`src/rtl/reg_file_dumper.sv`:
```
// Sequential register-file reader: walks an inclusive address range and streams
// each captured value with its address over a valid/ready interface.
module reg_file_dumper #(
    parameter int unsigned W = 8,
    parameter int unsigned D = 4
) (
    input  logic         i_clk,
    input  logic         i_rst_n,
    input  logic         i_start,
    input  logic         i_abort,
    input  logic [D-1:0] i_first_addr,
    input  logic [D-1:0] i_last_addr,
    output logic [D-1:0] o_raddr,
    input  logic [W-1:0] i_rdata,
    output logic         o_out_valid,
    input  logic         i_out_ready,
    output logic [W-1:0] o_out_data,
    output logic [D-1:0] o_out_addr,
    output logic         o_busy,
    output logic         o_done
);

    typedef enum logic [1:0] {
        S_IDLE = 2'd0,
        S_READ = 2'd1,
        S_SEND = 2'd2,
        S_DONE = 2'd3
    } state_t;

    state_t         r_state, w_state_nxt;
    logic [D-1:0]   r_ptr, w_ptr_nxt;
    logic [D-1:0]   r_first, w_first_nxt;
    logic [D-1:0]   r_last, w_last_nxt;
    logic           r_valid, w_valid_nxt;
    logic [W-1:0]   r_data, w_data_nxt;
    logic [D-1:0]   r_addr, w_addr_nxt;
    logic           r_busy, w_busy_nxt;
    logic           r_done, w_done_nxt;

    // State and registered outputs
    always_ff @(posedge i_clk or negedge i_rst_n) begin
        if (!i_rst_n) begin
            r_state <= S_IDLE;
            r_ptr   <= '0;
            r_first <= '0;
            r_last  <= '0;
            r_valid <= 1'b0;
            r_data  <= '0;
            r_addr  <= '0;
            r_busy  <= 1'b0;
            r_done  <= 1'b0;
        end else begin
            r_state <= w_state_nxt;
            r_ptr   <= w_ptr_nxt;
            r_first <= w_first_nxt;
            r_last  <= w_last_nxt;
            r_valid <= w_valid_nxt;
            r_data  <= w_data_nxt;
            r_addr  <= w_addr_nxt;
            r_busy  <= w_busy_nxt;
            r_done  <= w_done_nxt;
        end
    end

    // Next-state and next-output logic
    always_comb begin
        w_state_nxt = r_state;
        w_ptr_nxt   = r_ptr;
        w_first_nxt = r_first;
        w_last_nxt  = r_last;
        w_valid_nxt = r_valid;
        w_data_nxt  = r_data;
        w_addr_nxt  = r_addr;
        w_busy_nxt  = r_busy;
        w_done_nxt  = 1'b0;

        case (r_state)
            S_IDLE: begin
                w_busy_nxt = 1'b0;
                if (i_start && !i_abort) begin
                    w_first_nxt = i_first_addr;
                    w_last_nxt  = i_last_addr;
                    w_ptr_nxt   = i_first_addr;
                    w_busy_nxt  = 1'b1;
                    w_state_nxt = S_READ;
                end
            end
            S_READ: begin
                w_data_nxt  = i_rdata;
                w_addr_nxt  = r_ptr;
                w_valid_nxt = 1'b1;
                w_busy_nxt  = 1'b1;
                w_state_nxt = S_SEND;
            end
            S_SEND: begin
                if (r_valid && i_out_ready) begin
                    w_valid_nxt = 1'b0;
                    if (r_ptr == r_last) begin
                        w_busy_nxt  = 1'b0;
                        w_done_nxt  = 1'b1;
                        w_state_nxt = S_DONE;
                    end else begin
                        w_ptr_nxt   = r_ptr + D'(1);
                        w_state_nxt = S_READ;
                    end
                end
            end
            S_DONE: begin
                w_busy_nxt  = 1'b0;
                w_state_nxt = S_IDLE;
            end
            default: w_state_nxt = S_IDLE;
        endcase

        // Abort overrides everything, including a coincident handshake
        if (i_abort) begin
            w_state_nxt = S_IDLE;
            w_ptr_nxt   = r_ptr;
            w_valid_nxt = 1'b0;
            w_busy_nxt  = 1'b0;
            w_done_nxt  = 1'b0;
        end
    end

    assign o_raddr     = r_ptr;
    assign o_out_valid = r_valid;
    assign o_out_data  = r_data;
    assign o_out_addr  = r_addr;
    assign o_busy      = r_busy;
    assign o_done      = r_done;

endmodule

```
`config.mk`:
```
export PLATFORM = sky130hd
export DESIGN_NAME = reg_file_dumper
export DESIGN_NICKNAME = d
export VERILOG_FILES = /design/src/rtl/reg_file_dumper.sv
export SDC_FILE = /design/constraint.sdc
export NUM_CORES = 1
export LEC_CHECK = 0
export CAP_MARGIN = 20
export CORE_ASPECT_RATIO = 0.7
export CORE_UTILIZATION = 47
export CTS_BUF_LIST = sky130_fd_sc_hd__clkbuf_16
export DETAILED_ROUTE_END_ITERATION = 8
export PLACE_DENSITY = 0.81
export SLEW_MARGIN = 20
export SYNTH_ARGS = -nofsm -noshare
export SYNTH_HDL_FRONTEND = slang
export SYNTH_SLANG_ARGS = --single-unit
```
`constraint.sdc`:
```
create_clock -name i_clk -period 2.3 [get_ports i_clk]
set_clock_uncertainty 0.2 [all_clocks]
set_input_delay 0.575 -clock i_clk [delete_from_list [all_inputs] [get_ports i_clk]]
set_output_delay 0.575 -clock i_clk [all_outputs]
set_load 0.05 [all_outputs]
```
==> results of run 1 <==
## where the power goes
group / switching [mW] / internal [mW]
registers: 0.0902 / 0.550
clock network: 0.144 / 0.232
logic: 0.485 / 0.300
total: 0.719 / 1.08
## worst paths after layout
path / cells past startpoint / end
max reg2reg: 4 / o_raddr[3]
min in group asynchronous: 2 / o_out_data[1]
min reg2reg: 2 / o_out_addr[3]
min: 2 / o_out_addr[3]
max: 1 / o_out_addr[1]
max in group asynchronous: 2 / o_raddr[2]
## cell usage in the layout, fill, tap and decap left out
cell type | netlist | layout
o211a_1 | 1 | 1
nor3_2 | 1 | 1
nor2_1 | 4 | 4
nand3_1 | 3 | 3
mux2_1 | 1 | 1
a21oi_1 | 2 | 2
xnor2_1 | 4 | 4
a211oi_1 | 4 | 4
inv_1 | 2 | 3
clkdlybuf4s50_1 | 0 | 34
a211oi_4 | 1 | 1
o22ai_1 | 2 | 2
nand2_1 | 4 | 4
o21ai_0 | 3 | 3
clkbuf_16 | 0 | 3
nand4_1 | 1 | 1
o2bb2ai_1 | 1 | 1
ha_1 | 1 | 1
o21bai_1 | 1 | 1
a21boi_1 | 1 | 1
buf_4 | 0 | 8
nor2b_1 | 1 | 1
mux2_2 | 14 | 14
and4_1 | 1 | 1
dfrtp_1 | 25 | 25
o32ai_1 | 1 | 1
nor4_1 | 1 | 1
a2bb2oi_1 | 2 | 2
o211ai_1 | 1 | 1
nand2b_1 | 3 | 3
## metrics by stage
step	total power, mW	instance area, um2	std cells
floorplan	1.16	1130	90
global placement	1.41	1550	160
detailed placement	1.43	1550	160
CTS	1.81	1630	164
global route	1.87	1630	164
finish	1.80	1630	164
## sequential cells by signal, indices dropped and copies added (netlist names)
signal       count
o_out_data       8
o_out_addr       4
o_raddr          4
r_last           4
r_state          2
o_busy           1
o_done           1
o_out_valid      1
## cells by family (layout without fill, tap and decap cells)
group           Yosys count  after routing
buf+inv                   6             48
fa+ha+maj                 1              1
simple gates             19             19
xor+xnor                  4              4
compound gates           20             20
flops                    25             25
mux                      15             15
## per-layer routing
metal  GRT usage  vias to the layer above  part of all wire
met4      0.0364                        0                 0
met2       0.369                       32              0.52
met3      0.0610                        0             0.063
met5           0                        -                 0
met1       0.263                      425              0.42
li1            -                      417                 -
## cell type report
class,count,area (um2)
Clock buffer,3,75.1
Multi-Input combinational cell,59,473
Timing Repair Buffer,42,400
Sequential cell,25,626
Clock inverter,1,3.75
Inverter,2,7.51
Tap cell,32,40.0
Fill cell,168,582
==> impl_metrics.ini, run 1 <==
[clocking]
clk_latency_ns = 0.25
post_cts_buffers = 0
tritoncts = yes
root_buffer = clkbuf_16
clockBufferDepth = 2
cts_hold_buffers = 0
ctsResizeCount = 0
h-tree-depth = 1
path_clk_slew_ns = 0.06
clock-sinks = 25
cts_buffers = 3

[setup_path]
slowest_delay_ns = 0.81
crit_chain = clkdlybuf4s50_1
crit_arrival_ns = 1.41
worstSetupPathType = register to output port
end_kind = output port
cpLargestDelayFamily = buffers and inverters
worstReg2RegStart = r_state[0]
crit_fanout = 2
regToRegSetupSlack_ns = 0.36
worst_setup_path_start_kind = register
critical_path.slowest_cell = clkdlybuf4s50_1
critical_path.n_buffers_inverters = 1
crit_start = o_out_addr[1]
worstPathRequired_ns = 1.52

[global_routing]
grt-ovfl-total = 0
grt_pass1_vias = 879
grt_pass1_wl_um = 3950
grt_usage = 0.212
antenna_found_initial = 0
grt_start_max_net_pins = 26

[synth]
synthesis.nets = 112
synth_edf_count = 0
yosysWarnings = 0
synth_cell_types = 30
synth_top_family_by_area = multiplexers
synth_area_leader_cell = dfrtp_1
synthTopCellsByCount = dfrtp_1, mux2_2
synth_seq_cells = 25
synthXorXnorAreaFrac = 0.0310
yosys.area_share.simple = 0.0896
synth_ff_type = dfrtp_1
synthArstFlopShare = 1.00
synth.yosys.seq_area_share = 0.553
synth_fa_ha_area_frac = 0.0111
synth.most_common_cell = dfrtp_1
synth_compound_area_frac = 0.137
syn-instance-count = 90
synthMuxAreaShare = 0.149
synth_top_area_frac = 0.553
syn_area_per_cell_um2 = 12.6
syn_area_um2 = 1130
yosys-top-cells-area = dfrtp_1, mux2_2, xnor2_1

[power_and_ir_drop]
p_per_area_nw_per_um2 = 1110
vdd_drop_max_uv = 741
p_leak_nw = 0.670

[die]
die_x_um = 60.6
dieHeight_um = 43.0
pin_count = 40
die_area_um2 = 2610
initial_core_util = 0.512
coreArea_um2 = 2210
fp-row-count = 14

[job]
max_cap_viol_count = 0

[drt]
routedWlPerCell_um = 15.5
routed_wl_um = 2540
vias = 874
first_pass_iters = 4
drtIter0Drc = 24
ant_nets = 0
vias_per_cell = 5.33
route.detailed.drc = 0

[timing]
fin_crit_ns = 2.19
fin_crit_sh = 0.951
grt_setup_unrepaired = no
worstMarginPinSlew_ns = 0.767
hold_viol = 0
fmax_mhz = 457
hold_slack_ns = 0.284
timing.setup.tns_ns = 0
slew_viol_final = 0
setup_viol = 0
max_slew_margin = 0.488
setup_slack_ns = 0.113

[placed_design]
dp_worst_setup_slack_ns = 0.0729
routabilityCongestion = 0.716
dp_hpwl_um = 1750
port_buffers = 39

[worst_hold_path]
min_path_type = register to register
min_from = o_out_addr[3]

[layout]
drive_gt1_frac = 0.205
finalNetCount = 155
final_core_util = 0.736
area_growth_pct = 43.7
diodes = 0

[outcome]
status = finished, final reports clean
(Power assumes the default switching activity.)
==> run 2: changes to the inputs <==
- CORE_MARGIN: unset -> 2
- CORE_UTILIZATION: 47 -> 27
- GPL_TIMING_DRIVEN: unset -> 0
- PLACE_DENSITY: 0.81 -> 0.51
==> impl_metrics.ini, run 2 (synthesis results as in run 1) <==
[die]
pin_count = 40
dieHeight_um = 58.2
die_area_um2 = 4730
fp-row-count = 19
initial_core_util = 0.285
coreArea_um2 = 3970
die_x_um = 81.4

[setup_path]
crit_chain = clkdlybuf4s50_1
worstSetupPathType = register to output port
regToRegSetupSlack_ns = 0.41
cpLargestDelayFamily = buffers and inverters
rr_endpoint = o_raddr[2]
crit_cells = 1
critical_path.n_buffers_inverters = 1
worstPathRequired_ns = 1.52
crit_arrival_ns = 1.47
critical_path.slowest_cell = clkdlybuf4s50_1
ff2ff_path_depth = 6
worst_setup_path_start_kind = register
end_kind = output port
slowest_delay_ns = 0.82
crit_fanout = 5
worstReg2RegStart = r_state[0]
crit_start = o_out_valid
cp-endpoint = o_out_valid

[timing]
worstMarginPinSlew_ns = 0.560
max_slew_margin = 0.626
grt_setup_unrepaired = no
setup_viol = 0
slew_viol_final = 0
hold_viol = 0
setup_slack_ns = 0.0523
fin_crit_sh = 0.977
fmax_mhz = 445
fin_crit_ns = 2.25

[clocking]
post_cts_buffers = 0
clk_latency_ns = 0.25
root_buffer = clkbuf_16
cts_hold_buffers = 0
h-tree-depth = 1
clockBufferDepth = 2
clock-sinks = 25
tritoncts = yes
path_clk_slew_ns = 0.06
cts_buffers = 3

[power_and_ir_drop]
total_power_mw = 1.80
p_per_area_nw_per_um2 = 1090
vdd_drop_max_uv = 527
p_leak_nw = 0.676

[layout]
fillers = 379
area_growth_pct = 46.7
diodes = 0
largest_register_ffs = 8
drive_gt1_frac = 0.173
final_cell_mix = clkdlybuf4s50_1, dfrtp_1, mux2_2
finalNetCount = 156
final_core_util = 0.418
stdcell_count = 185
final_common_cell = clkdlybuf4s50_1

[drt]
routed_wl_um = 2610
ant_nets = 0
routedWlPerCell_um = 14.1
drtIter0Drc = 64
vias_per_cell = 4.64
first_pass_iters = 4
route.detailed.drc = 0
vias = 858

[global_routing]
grt_pass1_vias = 833
antenna_found_initial = 0
grt_start_max_net_pins = 26
grt_pass1_wl_um = 4240
grt_usage = 0.121
grt-ovfl-total = 0

[outcome]
status = finished, final reports clean

[placed_design]
routabilityCongestion = 0.762
dp_hpwl_um = 1990
port_buffers = 39
dp_worst_setup_slack_ns = -0.0634
place_inst = 181

[worst_hold_path]
min_path_type = input port to asynchronous set/reset pin

[job]
max_cap_viol_count = 0
run 2: stage by stage:
stage	cell area (um2)	hold slack, ns	TNS [ns]
6_report	1660	0.107	0
5_1_grt	1660	0.153	0
4_1_cts	1660	0.128	0
3_5_place_dp	1580	0.282	-0.118
3_3_place_gp	1590	0.275	-0.124
2_1_floorplan	1130	0.0794	0
run 2: layout make-up:
type                       instances  area (um2)  share of cell area
clock inverter                     1        3.75             0.00226
inverter                           2        7.51             0.00452
clock buffer                       3        75.1              0.0452
tap                               52        65.1              0.0392
sequential                        25         626               0.377
buffer                             4        25.0              0.0151
multi-input combinational         59         473               0.285
timing repair buffer              39         384               0.232
run 2: worst min-delay path by stage:
| stage | start | end | slack (ns) | cells after the start |
|---|---|---|---|---|
| final | i_rst_n | o_out_addr[3] | 0.11 | 1 |
| after global routing | i_rst_n | o_out_data[0] | 0.15 | 1 |
| after CTS | i_rst_n | o_out_data[0] | 0.13 | 1 |
| after detailed placement | o_out_addr[3] | o_out_addr[3] | 0.28 | 2 |
| after global placement | o_out_data[2] | o_out_data[2] | 0.27 | 1 |
| after floorplan | i_rst_n | o_busy | 0.08 | 0 |
run 2: layer usage:
metal	GRT usage	vias up	share of wire
li1	-	416	-
met1	0.174	420	0.49
met2	0.179	20	0.45
met3	0.0296	2	0.048
met4	0.0363	0	0.010
met5	0	-	0
run 2: report_power, final:
group | internal (mW) | switching [mW]
logic | 0.303 | 0.488
registers | 0.550 | 0.0886
clock network | 0.232 | 0.143
total | 1.08 | 0.719
run 2: timing repair:
item	in CTS	in global routing
pin swaps	0	0
resized for setup	3	1
setup endpoints to repair	3	1
==> RTL change 1, RTL diff (settings of run 1) <==
`r_data` and `r_addr` no longer have a reset.
--- a/src/rtl/reg_file_dumper.sv
+++ b/src/rtl/reg_file_dumper.sv
@@ -47,4 +47,2 @@
             r_valid <= 1'b0;
-            r_data  <= '0;
-            r_addr  <= '0;
             r_busy  <= 1'b0;
@@ -57,4 +55,2 @@
             r_valid <= w_valid_nxt;
-            r_data  <= w_data_nxt;
-            r_addr  <= w_addr_nxt;
             r_busy  <= w_busy_nxt;
@@ -62,2 +58,7 @@
         end
+    end
+
+    always_ff @(posedge i_clk) begin
+        r_data <= w_data_nxt;
+        r_addr <= w_addr_nxt;
     end
Function: differs if i_rst_n is asserted again (counterexample within 4 cycles, from zero or initial values and one cycle with i_rst_n low); with i_rst_n held inactive, the same outputs for 10 cycles.
==> RTL change 1 against run 1 <==
  * Final area down 3.2%
  * Non-clock buffer count unchanged
  * Hold slack better by 47 ps
  * Global-route usage up 0.20 points
  * Core utilization down 0.64 points
  * Sequential cell count unchanged
  * Area after synthesis down 5.2%
  * Worst setup slack better by 12 ps
  * Wire length down 11%
Power is not compared: it rests on default switching activity, and its combinational part moved more than twofold at a synthesized area within 25%.
==> RTL change 1: results (changes against run 1) <==
crit_path_max_fanout: 1  # was 2
async_reset_ff_frac: 0.5200  # was 1.000
regToRegSetupSlack_ps: 510  # was 360 ps
fillCellCount: 160  # was 168
dp_hpwl_um: 1665  # was 1747 um
grtUsageTotal: 0.2142  # was 0.2122
place.gp.congestion: 0.8335  # was 0.7164
hold_ws_ps: 331.1  # was 283.7 ps
drive_gt1_frac: 0.1750  # was 0.2045
status: "finished clean"  # unchanged
holdPathEnd: "r_last[2]$_DFFE_PN0P_"  # was o_out_addr[3]$_DFFE_PN0N_
ys_types: 33  # was 30
grt_pass1_wl_um: 3657  # was 3953 um
synth_nets: 99  # was 112
synth-edff-count: 12  # was 0
vias_per_cell: 5.138  # was 5.329
whs_path_depth: 1  # was 2
cp.arrival_ps: 1400
cp-endpoint: "o_out_data[5]"  # was o_out_addr[1]
worstSetupStartpoint: "o_out_data[5]$_DFFE_PN_"  # was o_out_addr[1]$_DFFE_PN0N_
netlist_top_cells_count: "13 x dfrtp_1, 12 x edfxtp_1, 5 x nor2_1"  # was 25 x dfrtp_1, 14 x mux2_2
slew_headroom: 0.6019  # was 0.4878
clk_latency_ps: 260
grt_pass1_vias: 780  # was 879
synth_area_leaders: "edfxtp_1 34%, dfrtp_1 30%, mux2_2 4.2%"  # was dfrtp_1 55%, mux2_2 14%, xnor2_1 3.1%
drt_iter0_markers: 12  # was 24
avgRoutedWirePerCell_um: 14.88  # was 15.49 um
min-delay-start: "r_last[2]$_DFFE_PN0P_"  # was o_out_addr[3]$_DFFE_PN0N_
r2r-start: "o_raddr[2]$_DFFE_PN0P_"  # was r_state[0]$_DFFE_PN0P_
==> RTL change 1: per-layer routing <==
| layer | track usage | part of all wire | vias up |
|---|---|---|---|
| li1 | - | - | 377 |
| met1 | 0.2516 | 0.43 | 377 |
| met2 | 0.3545 | 0.51 | 25 |
| met3 | 0.07788 | 0.057 | 2 |
| met4 | 0.08571 | 0.0075 | 0 |
| met5 | 0 | 0 | - |
==> RTL change 1: final cells by class <==
| cell class | count | area (sq um) | area share |
|---|---|---|---|
| clock buffer | 3 | 75.07 | 0.04773 |
| clock inverter | 1 | 5.005 | 0.003182 |
| inverter | 2 | 7.507 | 0.004773 |
| multi-input combinational | 47 | 359.1 | 0.2283 |
| sequential | 25 | 685.7 | 0.4360 |
| tap | 32 | 40.04 | 0.02546 |
| timing repair buffer | 42 | 400.4 | 0.2546 |
==> RTL change 1: through the flow <==
stage / total power [W] / cells / utilization / area (sq um) / setup WS [ps]
6_report: 0.001368 / 152 / 0.7300 / 1573 / 125.5
5_1_grt: 0.001437 / 152 / 0.7300 / 1573 / 80.67
4_1_cts: 0.001378 / 152 / 0.7300 / 1573 / 107.4
3_5_place_dp: 0.0009960 / 148 / 0.6928 / 1493 / 70.10
3_3_place_gp: 0.0009840 / 148 / 0.6928 / 1493 / 143.9
2_1_floorplan: 0.0008577 / 77 / - / 1072 / 444.3
==> RTL change 1: kinds of logic after synthesis <==
group,share of synthesized area
AOI/OAI and AO/OA,0.1412
xor gates and xnor gates,0.03267
adders and majority gates,0.01167
buffers and inverters,0.02566
DFF,0.6394
muxes,0.04200
and+or+nand+nor,0.1074
==> RTL change 1: power by group <==
part           leakage (nW)  internal (W)  switching, W
combinational         0.281      0.000160      0.000231
sequential            0.269      0.000533     0.0000657
clock                0.0409      0.000234      0.000144
total                 0.590      0.000926      0.000442
==> RTL change 2, RTL diff (settings of run 1) <==
Without the edit above. The parameter `D` goes from 4 to 8.
--- a/src/rtl/reg_file_dumper.sv
+++ b/src/rtl/reg_file_dumper.sv
@@ -4,3 +4,3 @@
     parameter int unsigned W = 8,
-    parameter int unsigned D = 4
+    parameter int unsigned D = 8
 ) (
Ports: changed (resized i_first_addr, i_last_addr, o_out_addr and o_raddr); port bits go from 40 to 56. No check against the original RTL was run, so the function may have changed too.
==> RTL change 2 against run 1 <==
  * Register-to-register slack got worse by 190 ps
  * Global-route usage rose by 1.2 points
  * Worst setup slack got worse by 46 ps
  * Sequential cell count rose by 12
  * Area after synthesis rose by 61%
  * Die area rose by 58%
  * Power rose by 59%
  * Count of clock-buffer cells in the layout rose by 2
  * First-iteration DRC count rose to 3.1 times the old value
  * Maximum frequency fell by 2.1%
  * Wire length rose by 60%
  * Final area rose by 57%
  * Largest cell class unchanged
==> RTL change 2: results (changes against run 1) <==
clkSlewWorstSetupHoldPaths_ps: 50
drive_gt1_frac: 0.2646  # was 0.2045
synth_nets: 188  # was 112
grt_max_degree: 38  # was 26
cts_root_buf: "clkbuf_16"  # unchanged
dpl-instance-area_sq_um: 2415  # was 1546 sq um
dp_hpwl_um: 2979  # was 1747 um
clk_latency_ps: 280  # was 250 ps
drt_iter0_markers: 74  # was 24
n_antenna_cell: 0  # unchanged
synthAdderAreaFrac: 0.006882  # was 0.01106
p_switching_w: 0.001177  # was 0.0007190 W
power_clock_w: 0.000634  # was 0.000376 W
place.gp.congestion: 0.8506  # was 0.7164
numPortBuffers: 55  # was 39
status: "finished clean"  # unchanged
cp-endpoint: "o_out_data[2]"  # was o_out_addr[1]
netlist_top_cells_count: "37 x dfrtp_1, 29 x nand2_1, 16 x mux2_2"  # was 25 x dfrtp_1, 14 x mux2_2
regToRegSetupSlack_ps: 170  # was 360 ps
antenna_found_initial: 0  # unchanged
ys_seq_area_frac: 0.5093  # was 0.5531
avgRoutedWirePerCell_um: 14.86  # was 15.49 um
grt_pass1_wl_um: 6803  # was 3953 um
min_path_type: "in2async"  # was reg2reg
drt_pass1_iterations: 4  # unchanged
p_int_w: 0.001691  # was 0.001082 W
synth_top_family_by_area: "simple AND/OR/NAND/NOR gates"  # was multiplexers
synth_compound_area_frac: 0.1039  # was 0.1372
grt_pass1_vias: 1399  # was 879
cpPeakStageDelay_ps: 830  # was 810 ps
grtUsageTotal: 0.2237  # was 0.2122
cts_setup_buffers: 0  # unchanged
dp_slack_ps: -131.2  # was 72.90 ps
nets: 252  # was 155
vias_per_cell: 5.201  # was 5.329
critPathTopFamily: "buffers and inverters"  # unchanged
ir_worst_vdd_mv: 0.8316  # was 0.7409 mV
cp.arrival_ps: 1460  # was 1410 ps
slew_headroom: 0.5541  # was 0.4878
p_leak_nw: 1.101  # was 0.6703 nW
r2r_cells: 5  # was 4
r2r-start: "o_raddr[5]$_DFFE_PN0P_"  # was r_state[0]$_DFFE_PN0P_
cts_made_buffers: 5  # was 3
ys_types: 36  # was 30
async_reset_ff_frac: 1.000  # unchanged
synth-xor-area-share: 0.03854  # was 0.03097
cap_violations: 0  # unchanged
p_seq_w: 0.000984  # was 0.000640 W
fillCellCount: 265  # was 168
clockBufferDepth: 2  # unchanged
period_minus_slack_ps: 2233  # was 2187 ps
worstSetupStartpoint: "o_out_data[2]$_DFFE_PN0P_"  # was o_out_addr[1]$_DFFE_PN0N_
cts-resized-gates: 0  # unchanged
synth_area_leaders: "dfrtp_1 51%, mux2_2 9.9%, nand2_1 6.0%"  # was dfrtp_1 55%, mux2_2 14%, xnor2_1 3.1%
htreeDepth: 2  # was 1
synth.area.mux_share: 0.09911  # was 0.1493
regToRegEndpoint: "o_raddr[7]$_DFFE_PN0P_"  # was o_raddr[3]$_DFFE_PN0P_
crit_path_max_fanout: 2  # unchanged
yosys_warnings: 0  # unchanged
==> RTL change 2: per-layer routing <==
metal | track usage | vias up | part of all wire | wire length (um)
met4 | 0.09295 | 0 | 0.014 | 58
met1 | 0.2874 | 680 | 0.46 | 1869
met3 | 0.06271 | 8 | 0.055 | 223
met5 | 0 | - | 0 | 0
li1 | - | 688 | - | -
met2 | 0.3649 | 44 | 0.47 | 1904
==> RTL change 2: worst min-delay path by stage <==
stage                                     start                    end  slack [ps]  cells past startpoint
after floorplan                         i_rst_n     o_busy$_DFFE_PN0P_          80                      0
final                                   i_rst_n  r_last[4]$_DFFE_PN0P_         130                      2
after global placement    r_last[3]$_DFFE_PN0P_  r_last[3]$_DFFE_PN0P_         280                      2
after global routing                    i_rst_n  r_last[4]$_DFFE_PN0P_         180                      2
after detailed placement  r_last[3]$_DFFE_PN0P_  r_last[3]$_DFFE_PN0P_         290                      2
after CTS                               i_rst_n  r_last[4]$_DFFE_PN0P_         150                      2
==> RTL change 2: metrics by stage <==
| stage | setup TNS [ps] | cells | util |
|---|---|---|---|
| final | 0 | 273 | 0.7083 |
| after global routing | 0 | 273 | 0.7083 |
| after global placement | -100.0 | 265 | 0.6701 |
| after floorplan | 0 | 158 | - |
| after CTS | 0 | 273 | 0.7083 |
| after detailed placement | -852.0 | 265 | 0.6701 |
==> RTL change 2: area by class of cell <==
class / count / area (sq um) / area share
Clock inverter: 3 / 12.51 / 0.004902
Clock buffer: 5 / 125.1 / 0.04902
Sequential cell: 37 / 925.9 / 0.3627
Tap cell: 50 / 62.56 / 0.02451
Multi-Input combinational cell: 113 / 833.3 / 0.3265
Timing Repair Buffer: 65 / 593.1 / 0.2324
